$ cat src/rtl/trace_pkg.sv
// Shared widths and the packed entry layout for the commit trace buffer.
package trace_pkg;
  localparam int unsigned XLEN       = 32;
  localparam int unsigned REG_ADDR_W = 5;
  localparam int unsigned SEQ_W      = 16;

  typedef struct packed {
    logic [REG_ADDR_W-1:0] rd;
    logic [XLEN-1:0]       data;
    logic [XLEN-1:0]       pc;
    logic [SEQ_W-1:0]      seq;
  } trace_entry_t;

  localparam int unsigned ENTRY_W = $bits(trace_entry_t);
endpackage

$ cat src/rtl/trace_fifo.sv
// Synchronous first-word-fall-through FIFO; push while full is accepted only
// together with a pop in the same cycle.
module trace_fifo #(
  parameter int unsigned WIDTH = 8,
  parameter int unsigned DEPTH = 8
) (
  input  logic                     clk,
  input  logic                     rst,
  input  logic                     push,
  input  logic                     pop,
  input  logic [WIDTH-1:0]         wdata,
  output logic [WIDTH-1:0]         rdata,
  output logic                     full,
  output logic                     empty,
  output logic [$clog2(DEPTH):0]   level
);
  localparam int unsigned PTR_W = $clog2(DEPTH);
  localparam int unsigned LVL_W = PTR_W + 1;

  logic [WIDTH-1:0] mem_q [DEPTH];
  logic [WIDTH-1:0] mem_d [DEPTH];
  logic [PTR_W-1:0] wr_ptr_q, wr_ptr_d;
  logic [PTR_W-1:0] rd_ptr_q, rd_ptr_d;
  logic [LVL_W-1:0] level_q, level_d;
  logic             push_ok, pop_ok;

  assign empty = (level_q == '0);
  assign full  = (level_q == LVL_W'(DEPTH));
  assign level = level_q;
  assign rdata = mem_q[rd_ptr_q];

  always_comb begin
    mem_d    = mem_q;
    wr_ptr_d = wr_ptr_q;
    rd_ptr_d = rd_ptr_q;
    pop_ok   = pop && !empty;
    push_ok  = push && (!full || pop_ok);
    if (push_ok) begin
      mem_d[wr_ptr_q] = wdata;
      wr_ptr_d        = wr_ptr_q + PTR_W'(1);
    end
    if (pop_ok) begin
      rd_ptr_d = rd_ptr_q + PTR_W'(1);
    end
    level_d = level_q + LVL_W'(push_ok) - LVL_W'(pop_ok);
  end

  always_ff @(posedge clk) begin
    if (rst) begin
      wr_ptr_q <= '0;
      rd_ptr_q <= '0;
      level_q  <= '0;
    end else begin
      wr_ptr_q <= wr_ptr_d;
      rd_ptr_q <= rd_ptr_d;
      level_q  <= level_d;
    end
  end

  // Storage is never reset; occupancy alone decides what is valid.
  always_ff @(posedge clk) begin
    mem_q <= mem_d;
  end
endmodule

$ cat src/rtl/commit_trace_buffer.sv
// Captures retired register writes from the WB stage into a FIFO with sequence
// tags; never stalls the CPU, so writes that do not fit are dropped and counted.
module commit_trace_buffer #(
  parameter int unsigned DEPTH = 8,
  parameter int unsigned XLEN  = trace_pkg::XLEN,
  parameter int unsigned SEQ_W = trace_pkg::SEQ_W
) (
  input  logic                             clk,
  input  logic                             rst,
  input  logic                             wb_we,
  input  logic [trace_pkg::REG_ADDR_W-1:0] wb_rd,
  input  logic [XLEN-1:0]                  wb_data,
  input  logic [XLEN-1:0]                  wb_pc,
  output logic                             trc_valid,
  input  logic                             trc_ready,
  output logic [trace_pkg::REG_ADDR_W-1:0] trc_rd,
  output logic [XLEN-1:0]                  trc_data,
  output logic [XLEN-1:0]                  trc_pc,
  output logic [SEQ_W-1:0]                 trc_seq,
  output logic [$clog2(DEPTH):0]           level,
  output logic                             overflow,
  output logic [SEQ_W-1:0]                 drop_count
);
  import trace_pkg::*;

  logic [SEQ_W-1:0] seq_q, seq_d;
  logic             overflow_q, overflow_d;
  logic [SEQ_W-1:0] drop_count_q, drop_count_d;

  logic             capture, pop, drop;
  logic             fifo_full, fifo_empty;
  trace_entry_t     push_entry, head_entry;

  assign push_entry = '{rd: wb_rd, data: wb_data, pc: wb_pc, seq: seq_q};

  trace_fifo #(
    .WIDTH (ENTRY_W),
    .DEPTH (DEPTH)
  ) u_fifo (
    .clk   (clk),
    .rst   (rst),
    .push  (capture),
    .pop   (pop),
    .wdata (push_entry),
    .rdata (head_entry),
    .full  (fifo_full),
    .empty (fifo_empty),
    .level (level)
  );

  // Capture filter, sequence tagging and drop accounting.
  always_comb begin
    seq_d        = seq_q;
    overflow_d   = overflow_q;
    drop_count_d = drop_count_q;
    capture      = wb_we && (wb_rd != '0);
    pop          = !fifo_empty && trc_ready;
    drop         = capture && fifo_full && !pop;
    if (capture) begin
      seq_d = seq_q + SEQ_W'(1);
    end
    if (drop) begin
      overflow_d = 1'b1;
      if (drop_count_q != '1) begin
        drop_count_d = drop_count_q + SEQ_W'(1);
      end
    end
  end

  always_ff @(posedge clk) begin
    if (rst) begin
      seq_q        <= '0;
      overflow_q   <= 1'b0;
      drop_count_q <= '0;
    end else begin
      seq_q        <= seq_d;
      overflow_q   <= overflow_d;
      drop_count_q <= drop_count_d;
    end
  end

  // Payload is forced to zero whenever the FIFO holds nothing.
  assign trc_valid  = !fifo_empty;
  assign trc_rd     = fifo_empty ? '0 : head_entry.rd;
  assign trc_data   = fifo_empty ? '0 : head_entry.data;
  assign trc_pc     = fifo_empty ? '0 : head_entry.pc;
  assign trc_seq    = fifo_empty ? '0 : head_entry.seq;
  assign overflow   = overflow_q;
  assign drop_count = drop_count_q;
endmodule

$ cat config.mk
export PLATFORM = sky130hd
export DESIGN_NAME = commit_trace_buffer
export DESIGN_NICKNAME = d
export VERILOG_FILES = /design/src/rtl/trace_pkg.sv /design/src/rtl/trace_fifo.sv /design/src/rtl/commit_trace_buffer.sv
export SDC_FILE = /design/constraint.sdc
export NUM_CORES = 1
export LEC_CHECK = 0
export CORE_ASPECT_RATIO = 0.8
export CORE_MARGIN = 5
export CORE_UTILIZATION = 43
export CTS_BUF_LIST = sky130_fd_sc_hd__clkbuf_16
export DETAILED_ROUTE_END_ITERATION = 16
export GPL_TIMING_DRIVEN = 0
export HOLD_SLACK_MARGIN = 0.03
export PLACE_DENSITY = 0.59
export SYNTH_ARGS = -nofsm -noshare
export SYNTH_HDL_FRONTEND = slang
export SYNTH_SLANG_ARGS = --single-unit
export TNS_END_PERCENT = 30
$ cat constraint.sdc
create_clock -name clk -period 17.7 [get_ports clk]
set_input_delay 3.54 -clock clk [delete_from_list [all_inputs] [get_ports clk]]
set_output_delay 3.54 -clock clk [all_outputs]
set_load 0.01 [all_outputs]
# --- After elaboration in Yosys (flattened, before gate mapping) ---
# Index checks and enable logic that the tools add are counted.
word_totals:
  register_bits: 723
  elab_cells: 51
  input_bits: 73
  output_inout_bits: 107
op_classes:
  n_reduce_logical: 14
  add_sub_neg: 6
  order_cmp: 3
  eq_ne: 2
  n_mux: 10
  bitwise_logic: 2
op_table:
  columns: ["operator", "n"]
  rows:
  - ["$bwmux 680", 1]
  - ["$bmux 85 s3", 1]
  - ["$demux 85 s3", 1]
  - ["$mux 85", 3]
  - ["$mux 32", 2]
  - ["$add 16x1->16 const B", 2]
  - ["$mux 16", 1]
  - ["$ne 16x16->1 const B", 1]
  - ["$ge 4x4->1 const B", 2]
  - ["$not 3->4", 2]
  - ["$logic_and 1x1->1", 7]
  - ["$add 3x1->3 const B", 2]
  - ["$mux 5", 1]
  - ["$reduce_bool 5->1", 1]
  - ["$add 4x1->4", 1]
  - ["$eq 4x4->1 const B", 1]
  - ["$logic_not 4->1", 1]
  - ["$lt 4x1->1 const B", 1]
  - ["$sub 4x1->4", 1]
  - ["$logic_not 1->1", 3]
  - ["$reduce_and 2->1", 1]
  - ["$logic_or 1x1->1", 1]

# --- Longest topological paths before layout ---
# Gate-level depths: netlist of run 1.
logic_depth:
  ltp_word: 8
  mapped_depth: 12
  depth_no_buf: 11

# --- By module ---
# A second synthesis of run 1 with hierarchy kept.
hier_totals:
  cells_unflattened: 1346
  area_unflattened_um2: 28732.6
by_module_without_submodules:
  columns: ["module", "area_each_um2", "n_inst", "seq_area_each_um2", "cells_per_inst"]
  rows:
  - ["trace_fifo", 26566.7, 1, 20619.8, 1070]
  - ["commit_trace_buffer", 2165.8, 1, 660.6, 276]

# --- Worst setup path after synthesis of run 1 ---
# Ideal clock, no wire load.
synth_timing:
  path_kind: "input port to flip-flop"
  start: "input trc_ready"
  end: "register u_fifo.mem_q[595] (netlist name) (enable)"
  slack_ps: 4950
  setup_time_ps: 737
  arrival_ps: 12012
  path_stages: 4
  t_required_ps: 16963
  path_buffers: 0
  path_cell_list: "nand2b_1 nand3_1 nand2_1 nor4_1"
synth_via:
  elab_chain_len: 4
synth_lines:
  columns: ["item", "line", "source"]
  rows:
  - ["start, declared", "commit_trace_buffer.sv:15", "input logic trc_ready,"]
  - ["$logic_and 1x1->1", "commit_trace_buffer.sv:57", "pop = !fifo_empty && trc_ready;"]
  - ["$logic_and 1x1->1", "trace_fifo.sv:36", "pop_ok = pop && !empty;"]
  - ["$logic_or 1x1->1", "trace_fifo.sv:37", "push_ok = push && (!full || pop_ok);"]
  - ["$logic_and 1x1->1", "trace_fifo.sv:37", null]
  - ["end signal, assigned", "trace_fifo.sv:62", "mem_q <= mem_d;"]
  - ["end, declared", "trace_fifo.sv:20", "logic [WIDTH-1:0] mem_q [DEPTH];"]
# Every way passes these cells.
# A chain may end at the register's enable or synchronous reset.

# --- Worst setup path in the final report of run 1 ---
layout_timing:
  start: "register u_fifo.level_q[2], in the netlist u_fifo.level[2]"
  end: "output trc_seq[13]"
layout_via:
  elab_chain_len: 2
layout_lines:
  columns: ["item", "line", "source"]
  rows:
  - ["start, declared", "trace_fifo.sv:24", "logic [LVL_W-1:0] level_q, level_d;"]
  - ["start signal, assigned", "trace_fifo.sv:56", "level_q <= level_d;"]
  - ["$logic_not 4->1", "trace_fifo.sv:27", "assign empty = (level_q == '0);"]
  - ["$mux 16", "commit_trace_buffer.sv:87", "assign trc_seq = fifo_empty ? '0 : head_entry.seq;"]
  - ["end, declared", "commit_trace_buffer.sv:19", "output logic [SEQ_W-1:0] trc_seq,"]
# Every way passes these cells.

==> results of run 1 <==
## stage by stage
stage | setup slack [ps] | instances | instance area [sq um]
floorplan | 4950 | 1327 | 27800
global placement | -4750 | 2355 | 30700
detailed placement | 10550 | 2428 | 31600
CTS | 10030 | 2560 | 33900
global route | 9940 | 2560 | 33900
finish | 10220 | 2562 | 33900
## area by class of cell
type | count | area, sq um | share of cell area
flip-flops and latches | 723 | 21300 | 0.627
plain buffers | 64 | 284 | 0.00837
diodes | 2 | 5.00 | 0.000148
clock buffers | 80 | 2000 | 0.0590
repair buffers | 251 | 2660 | 0.0783
multi-input cells | 532 | 6280 | 0.185
clock inverters | 52 | 314 | 0.00926
inverters | 8 | 30.0 | 0.000885
well taps | 850 | 1060 | 0.0314
## worst reg2reg max path: stages, from the launching register on
cell	delay, ps
dfxtp_1	350
inv_1	80
ha_1	200
nand2b_1	150
nand3_1	290
nand2_1	270
nor4_2	850
buf_4	330
buf_4	200
buf_4	200
buf_4	160
buf_4	160
## Yosys cell counts, types with 2 or more instances
library cell	count
a21oi_1	12
a41oi_1	3
and2_1	3
and3_1	4
and4_1	4
buf_1	11
buf_2	23
buf_4	2
clkbuf_1	27
dfxtp_1	43
edfxtp_1	680
ha_1	9
inv_1	8
mux2i_1	86
mux4_2	170
nand2_1	18
nand2b_1	3
nand3_1	15
nand4_1	8
nor2_1	122
nor2b_1	3
nor3_1	11
nor4_1	2
o2111ai_1	2
o21ai_0	6
o31ai_1	2
or3_1	5
or4_1	2
xnor2_1	14
xor2_1	11
## where the power goes
part | switching (mW) | total (mW) | internal [mW]
clock network | 0.618 | 1.47 | 0.855
registers | 0.0237 | 1.99 | 1.96
logic | 0.582 | 1.16 | 0.581
total | 1.22 | 4.62 | 3.40
## sequential cells by signal, summed over array words and instances (netlist names)
register	flops
drop_count	16
overflow	1
seq_q	16
u_fifo.level	4
u_fifo.mem_q	680
u_fifo.rd_ptr_q	3
u_fifo.wr_ptr_q	3
## cells by family (layout without fill, tap and decap cells)
kind of cell             Yosys count  in the layout
other                              0              2
buffers and inverters             72            455
multiplexers                     257            257
AND/OR/NAND/NOR                  205            205
XOR/XNOR                          25             25
flip-flops                       723            723
AO/OA/AOI/OAI                     35             35
adder cells (fa/ha/maj)           10             10
## per-layer routing
layer | wire length [um] | up-vias | GRT usage
met2 | 29200 | 285 | 0.278
met5 | 19 | - | 0
met1 | 27100 | 7136 | 0.247
met3 | 2910 | 78 | 0.0380
met4 | 933 | 4 | 0.0342
li1 | - | 6093 | -
## cells in the final DEF (no fill, tap or decap), types with 10 or more instances in the layout
| cell type | netlist | final |
|---|---|---|
| nand2_1 | 18 | 18 |
| mux4_2 | 170 | 170 |
| mux2i_1 | 86 | 86 |
| a21oi_1 | 12 | 12 |
| clkbuf_16 | 0 | 80 |
| edfxtp_1 | 680 | 680 |
| buf_1 | 11 | 11 |
| clkbuf_1 | 27 | 27 |
| clkdlybuf4s50_1 | 0 | 178 |
| xor2_1 | 11 | 11 |
| xnor2_1 | 14 | 14 |
| inv_1 | 8 | 31 |
| dfxtp_1 | 43 | 43 |
| clkinv_1 | 0 | 10 |
| buf_6 | 1 | 39 |
| buf_2 | 23 | 23 |
| buf_12 | 0 | 10 |
| nand3_1 | 15 | 15 |
| nor2_1 | 122 | 119 |
| buf_4 | 2 | 21 |
## worst min-delay path by stage
| stage | start | depth (start not counted) | slack, ps | endpoint |
|---|---|---|---|---|
| after floorplan | u_fifo.wr_ptr_q[1] | 2 | 500 | u_fifo.wr_ptr_q[1] |
| after global placement | overflow | 2 | 480 | overflow |
| after detailed placement | overflow | 2 | 460 | overflow |
| after CTS | overflow | 2 | 490 | overflow |
| after global routing | overflow | 2 | 530 | overflow |
| final | overflow | 2 | 500 | overflow |
==> results by group, run 1 <==
CTS
  • # hold bufs at CTS: 0
  • Clk root buf: clkbuf_16
  • Clk_lat worst skew: 600 ps
  • Number of H-tree levels: 3
  • Resized cells post-CTS: 0
  • Clock sinks: 723
  • CTS tree: yes
  • Clock buffer depth: 3
  • Total CTS buffers: 73
  • # Post-CTS Setup Buffers: 0
  • Worst-path clk slew: 60 ps

Drt
  • Vias: between 10000 and 15000
  • Starting DRT DRC Count: 1147
  • Final ANT Viol Nets: 0
  • Drt pass-1 iters: 5
  • Total wire length: ~60000 um
  • Residual DRC count: 0
  • Via density: 5.31
  • DR WL/cell: 23.5 um

Yosys
  • Synth Cell Area: 0.0278 sq mm
  • Mux share of post-synthesis cell area: 0.169
  • Seq/Total Area, Yosys: 0.765
  • Post-synth ARST share: 0
  • Syn Inst Count: ~1300
  • Area share of xor/xnor cells in the synthesized design: 0.00787
  • Post-Synth Adder-Cell Area: 0.00477
  • Largest family of logic cells by synthesized area: multiplexers
  • Ys Warns: 0
  • Synthesized area per cell: 21.0 sq um
  • Synth area leader: edfxtp_1
  • Syn nets: 1410
  • Post-synth EDFFs: 680
  • Netlist cell types: 48
  • Synth Register Bits: 723
  • Simple-Gate Fraction of Synth Area: 0.0332
  • Area contributors post-synth: edfxtp_1, mux4_2, dfxtp_1
  • Synth Area in Compound Gates: 0.00926
  • Ys flop type: edfxtp_1
  • Post-synth top area share: 0.734

Power
  • Power per Cell Area: 136 mW/mm^2
  • Total Power: between 4 and 5 mW
  • Maximum vdd drop: 0.0565 mV
  • Pleak: ~11 nW

GRT
  • GR Overflow Total: 0
  • Largest net degree at the start of global routing: 25
  • Initial antenna violation count: 4
  • Global-route wire length before repair: 91300 um
  • Overall global routing resource usage: 0.172
  • Number of global-route vias before repair: 14400

Floorplanning
  • Die span in x: 294 um
  • # IOs: 180
  • Rows: 83
  • Core ar.: 0.0642 sq mm
  • Die Ht: 238 um
  • Initial Utilization: 0.434
  • Die area: 0.0699 sq mm

STA
  • RSZ-0062 raised after global routing: false
  • Max Fclk: 0.134 GHz
  • Final min period: 7480 ps
  • Worst slew pin tran: around 1100 ps
  • Final hold viol count: 0
  • Slew margin rel.: 0.287
  • Period utilisation layout: 0.423
  • # setup viols final: 0
  • Hold_ws: 499 ps
  • Final setup skew: 18.8 ps
  • Slew Limit Fails: 0
  • Total Negative Setup Slacks: 0 ps

Placement
  • Post-DP HPWL: between 30000 and 40000 um
  • Buffers on Ports: roughly 180
  • RePlAce Congestion: 0.741

Worst setup path
  • Levels on crit path: 8
  • Critical Path AT: 3940 ps
  • Worst Setup End Kind: output pin
  • Most used cell, CP: clkbuf_1
  • Crit path buf inv count: 5
  • R2r startpoint: u_fifo.level[2]
  • CP Cell Sequence: inv_1 -> ha_1 -> and2_1 -> clkbuf_1 -> clkbuf_1 -> clkbuf_1 -> nor2_1 -> clkdlybuf4s50_1
  • Critical Path Fanout Max: 10
  • Worst Path Required: 14160 ps
  • Critical Path Max Stage Delay: 850 ps
  • R2r worst-path depth: 11
  • Crit. Startpoint: u_fifo.level[2]
  • CP top delay family: buffers and inverters
  • Register-to-Register Setup Slack: roughly 14000 ps
  • Critical-path top delay cell: clkbuf_1
  • FF-to-FF End: u_fifo.mem_q[619]
  • Crit path to: trc_seq[13]
  • Worst Path Class, Setup: flip-flop to output pin
  • CP Launch Type: flip-flop

Layout
  • Nets: around 1700
  • Fillcell total: 5075
  • P&R area growth vs syn: 21.9%
  • Share of layout cells above drive strength 1: 0.225
  • Util after Layout: 0.528

Flow run
  • Max-Cap Viols: 0

Outcome
  • Status: completed

Worst hold path
  • Worst hold path class: flip-flop to flip-flop
No activity file was read; power rests on OpenSTA's default activity.
==> run 2, diff against run 1 <==
Clock period 17.7 ns to 7.7 ns, I/O delays scaled along.
==> run 2 against run 1 <==
- count of clock-buffer cells in the layout fell by 3
- final cell count fell by 0.51%
- first-iteration DRC count fell by 6.5%
- global-route usage rose by 0.16 points
- combinational power rose by 130%
- sequential power rose by 130%
- critical endpoint is now trc_pc[11]
- sequential share of layout area fell by 0.28 points
- non-clock buffer count fell by 11
- die area did not move
- hold slack got worse by 24 ps
- routed wire length rose by 0.44%
- critical path depth did not move
- highest routed layer unchanged
==> results by group, run 2 (synthesized netlist as in run 1, its figures left out) <==
GRT
  • Global-route wire length before repair: 91600 um
  • Largest net degree at the start of global routing: 24
  • Initial antenna violation count: 3
  • GR Util met1: 0.256
  • Met2 Track Usage GR: 0.271
  • Number of global-route vias before repair: 14200
  • GR Overflow Total: 0
  • GRT busiest layer: met2
  • Grt met3 use: 0.0399
  • Overall global routing resource usage: 0.174

CTS
  • Number of H-tree levels: 3
  • CTS tree: yes
  • Clk_lat worst skew: roughly 600 ps
  • Total CTS buffers: 74
  • Clock sinks: a little over 700
  • Worst-path clk slew: 60 ps
  • # hold bufs at CTS: 0
  • Resized cells post-CTS: 0
  • Clock buffer depth: 3
  • Clk root buf: clkbuf_16
  • # Post-CTS Setup Buffers: 0

Layout
  • Max reg flops: 680
  • Commonest non-fill, non-tap cell in the layout: edfxtp_1
  • Most frequent cells in the layout: edfxtp_1, clkdlybuf4s50_1, mux4_2
  • Reg with most FFs: u_fifo.mem_q
  • Nets: between 1500 and 2000
  • Final Non-Filler Cells: 2549
  • Share of layout cells above drive strength 1: 0.221
  • P&R area growth vs syn: 22.4%
  • Fillcell total: between 4000 and 5000
  • Final Cell Area: 0.0341 sq mm

Placement
  • Post-DP HPWL: 39600 um
  • Buffers on Ports: 178
  • Placed insts: 2417
  • RePlAce Congestion: 0.761
  • Area post-placement: 0.0317 sq mm

Worst setup path
  • Worst Path Class, Setup: flip-flop to output pin
  • CP Cell Sequence: inv_1 -> ha_1 -> and2_1 -> clkbuf_1 -> clkbuf_1 -> clkbuf_1 -> nor2_1 -> clkdlybuf4s50_1
  • Critical Path Max Stage Delay: 840 ps
  • Crit path buf inv count: 5
  • CP Launch Type: flip-flop
  • Most used cell, CP: clkbuf_1
  • CP top delay family: buffers and inverters
  • Critical Path AT: between 4000 and 5000 ps
  • Worst Path Required: 6160 ps
  • Critical Path Fanout Max: 10
  • Critical-path top delay cell: clkbuf_1
  • Worst Setup End Kind: output pin

STA
  • Final min period: ~5600 ps
  • Total Negative Setup Slacks: 0 ps
  • Slew Limit Fails: 0
  • Final hold viol count: 0
  • Slew margin rel.: 0.310
  • RSZ-0062 raised after global routing: false
  • Final setup skew: between 10 and 15 ps
  • Max Fclk: between 0.15 and 0.2 GHz
  • Worst slew pin tran: 1040 ps
  • # setup viols final: 0
  • Period utilisation layout: 0.727

Drt
  • Residual DRC count: 0
  • Starting DRT DRC Count: 1073
  • Total wire length: 60500 um
  • DR WL/cell: 23.7 um
  • Vias: 13600
  • Drt pass-1 iters: 5
  • Final ANT Viol Nets: 0
  • Via density: 5.34

Power
  • Power per Cell Area: 316 mW/mm^2
  • Pleak: around 11 nW
  • Total Power: 10.8 mW
  • Maximum vdd drop: 0.146 mV

Floorplanning
  • Die span in x: about 300 um
  • Initial Utilization: 0.434
  • Die area: between 0.06 and 0.07 sq mm
  • Rows: between 80 and 90
  • Core ar.: 0.0642 sq mm
  • Die Ht: 238 um
  • # IOs: 180

Worst hold path
  • Worst hold path class: flip-flop to flip-flop

Flow run
  • Max-Cap Viols: 0

Outcome
  • Status: completed
[run 2: cell count changes in the layout (fill, tap and decap cells not counted), moves of 2 or more]
cell	change
buf_4	-18
inv_1	-8
buf_16	+7
bufinv_16	+6
buf_8	+5
clkinv_1	+5
clkinvlp_4	-4
buf_6	-3
clkbuf_16	-3
buf_12	-2
[run 2: final timing paths]
kind                        start                 to  slack, ps  depth (start not counted)
setup / recovery  u_fifo.level[2]         trc_pc[11]       2100                          8
hold / removal           overflow           overflow        470                          2
setup reg to reg  u_fifo.level[2]  u_fifo.mem_q[320]       4290                         11
hold reg to reg          overflow           overflow        470                          2
[run 2: power by group]
part / internal, mW / switching, mW / total, mW
Clock: 2.10 / 1.42 / 3.52
Combinational: 1.34 / 1.35 / 2.69
Sequential: 4.51 / 0.0558 / 4.57
[run 2: through the flow]
stage	util	setup slack [ps]	hold WS, ps
5_1_grt	0.531	1930	552
4_1_cts	0.531	1890	483
2_1_floorplan	-	-781	505
3_5_place_dp	0.493	2610	474
3_3_place_gp	0.478	-8200	476
6_report	0.531	2100	475
[run 2: layer usage]
layer / vias to the layer above / part of all wire
met5: - / 0.00033
met4: 4 / 0.018
met3: 82 / 0.053
met2: 311 / 0.47
met1: 7130 / 0.46
li1: 6076 / -
[run 2: worst register-to-register path, cell delays in order, from the launching register on]
cell and delay [ps]:
dfxtp_1 350, inv_1 90, ha_1 200, nand2b_1 150, nand3_1 290, nand2_1 290, inv_1 220, nand2_1 260
nor3_4 660, buf_8 250, buf_16 180, buf_8 170
[run 2: area by class of cell]
type                       count  area, sq um  area share
antenna                        2         5.00    0.000147
buffer                        64          284     0.00834
clock buffer                  77         1930      0.0566
clock inverter                53          467      0.0137
inverter                       8         30.0    0.000881
multi-input combinational    532         6300       0.185
sequential                   723        21300       0.625
tap                          850         1060      0.0312
timing repair buffer         240         2710      0.0797
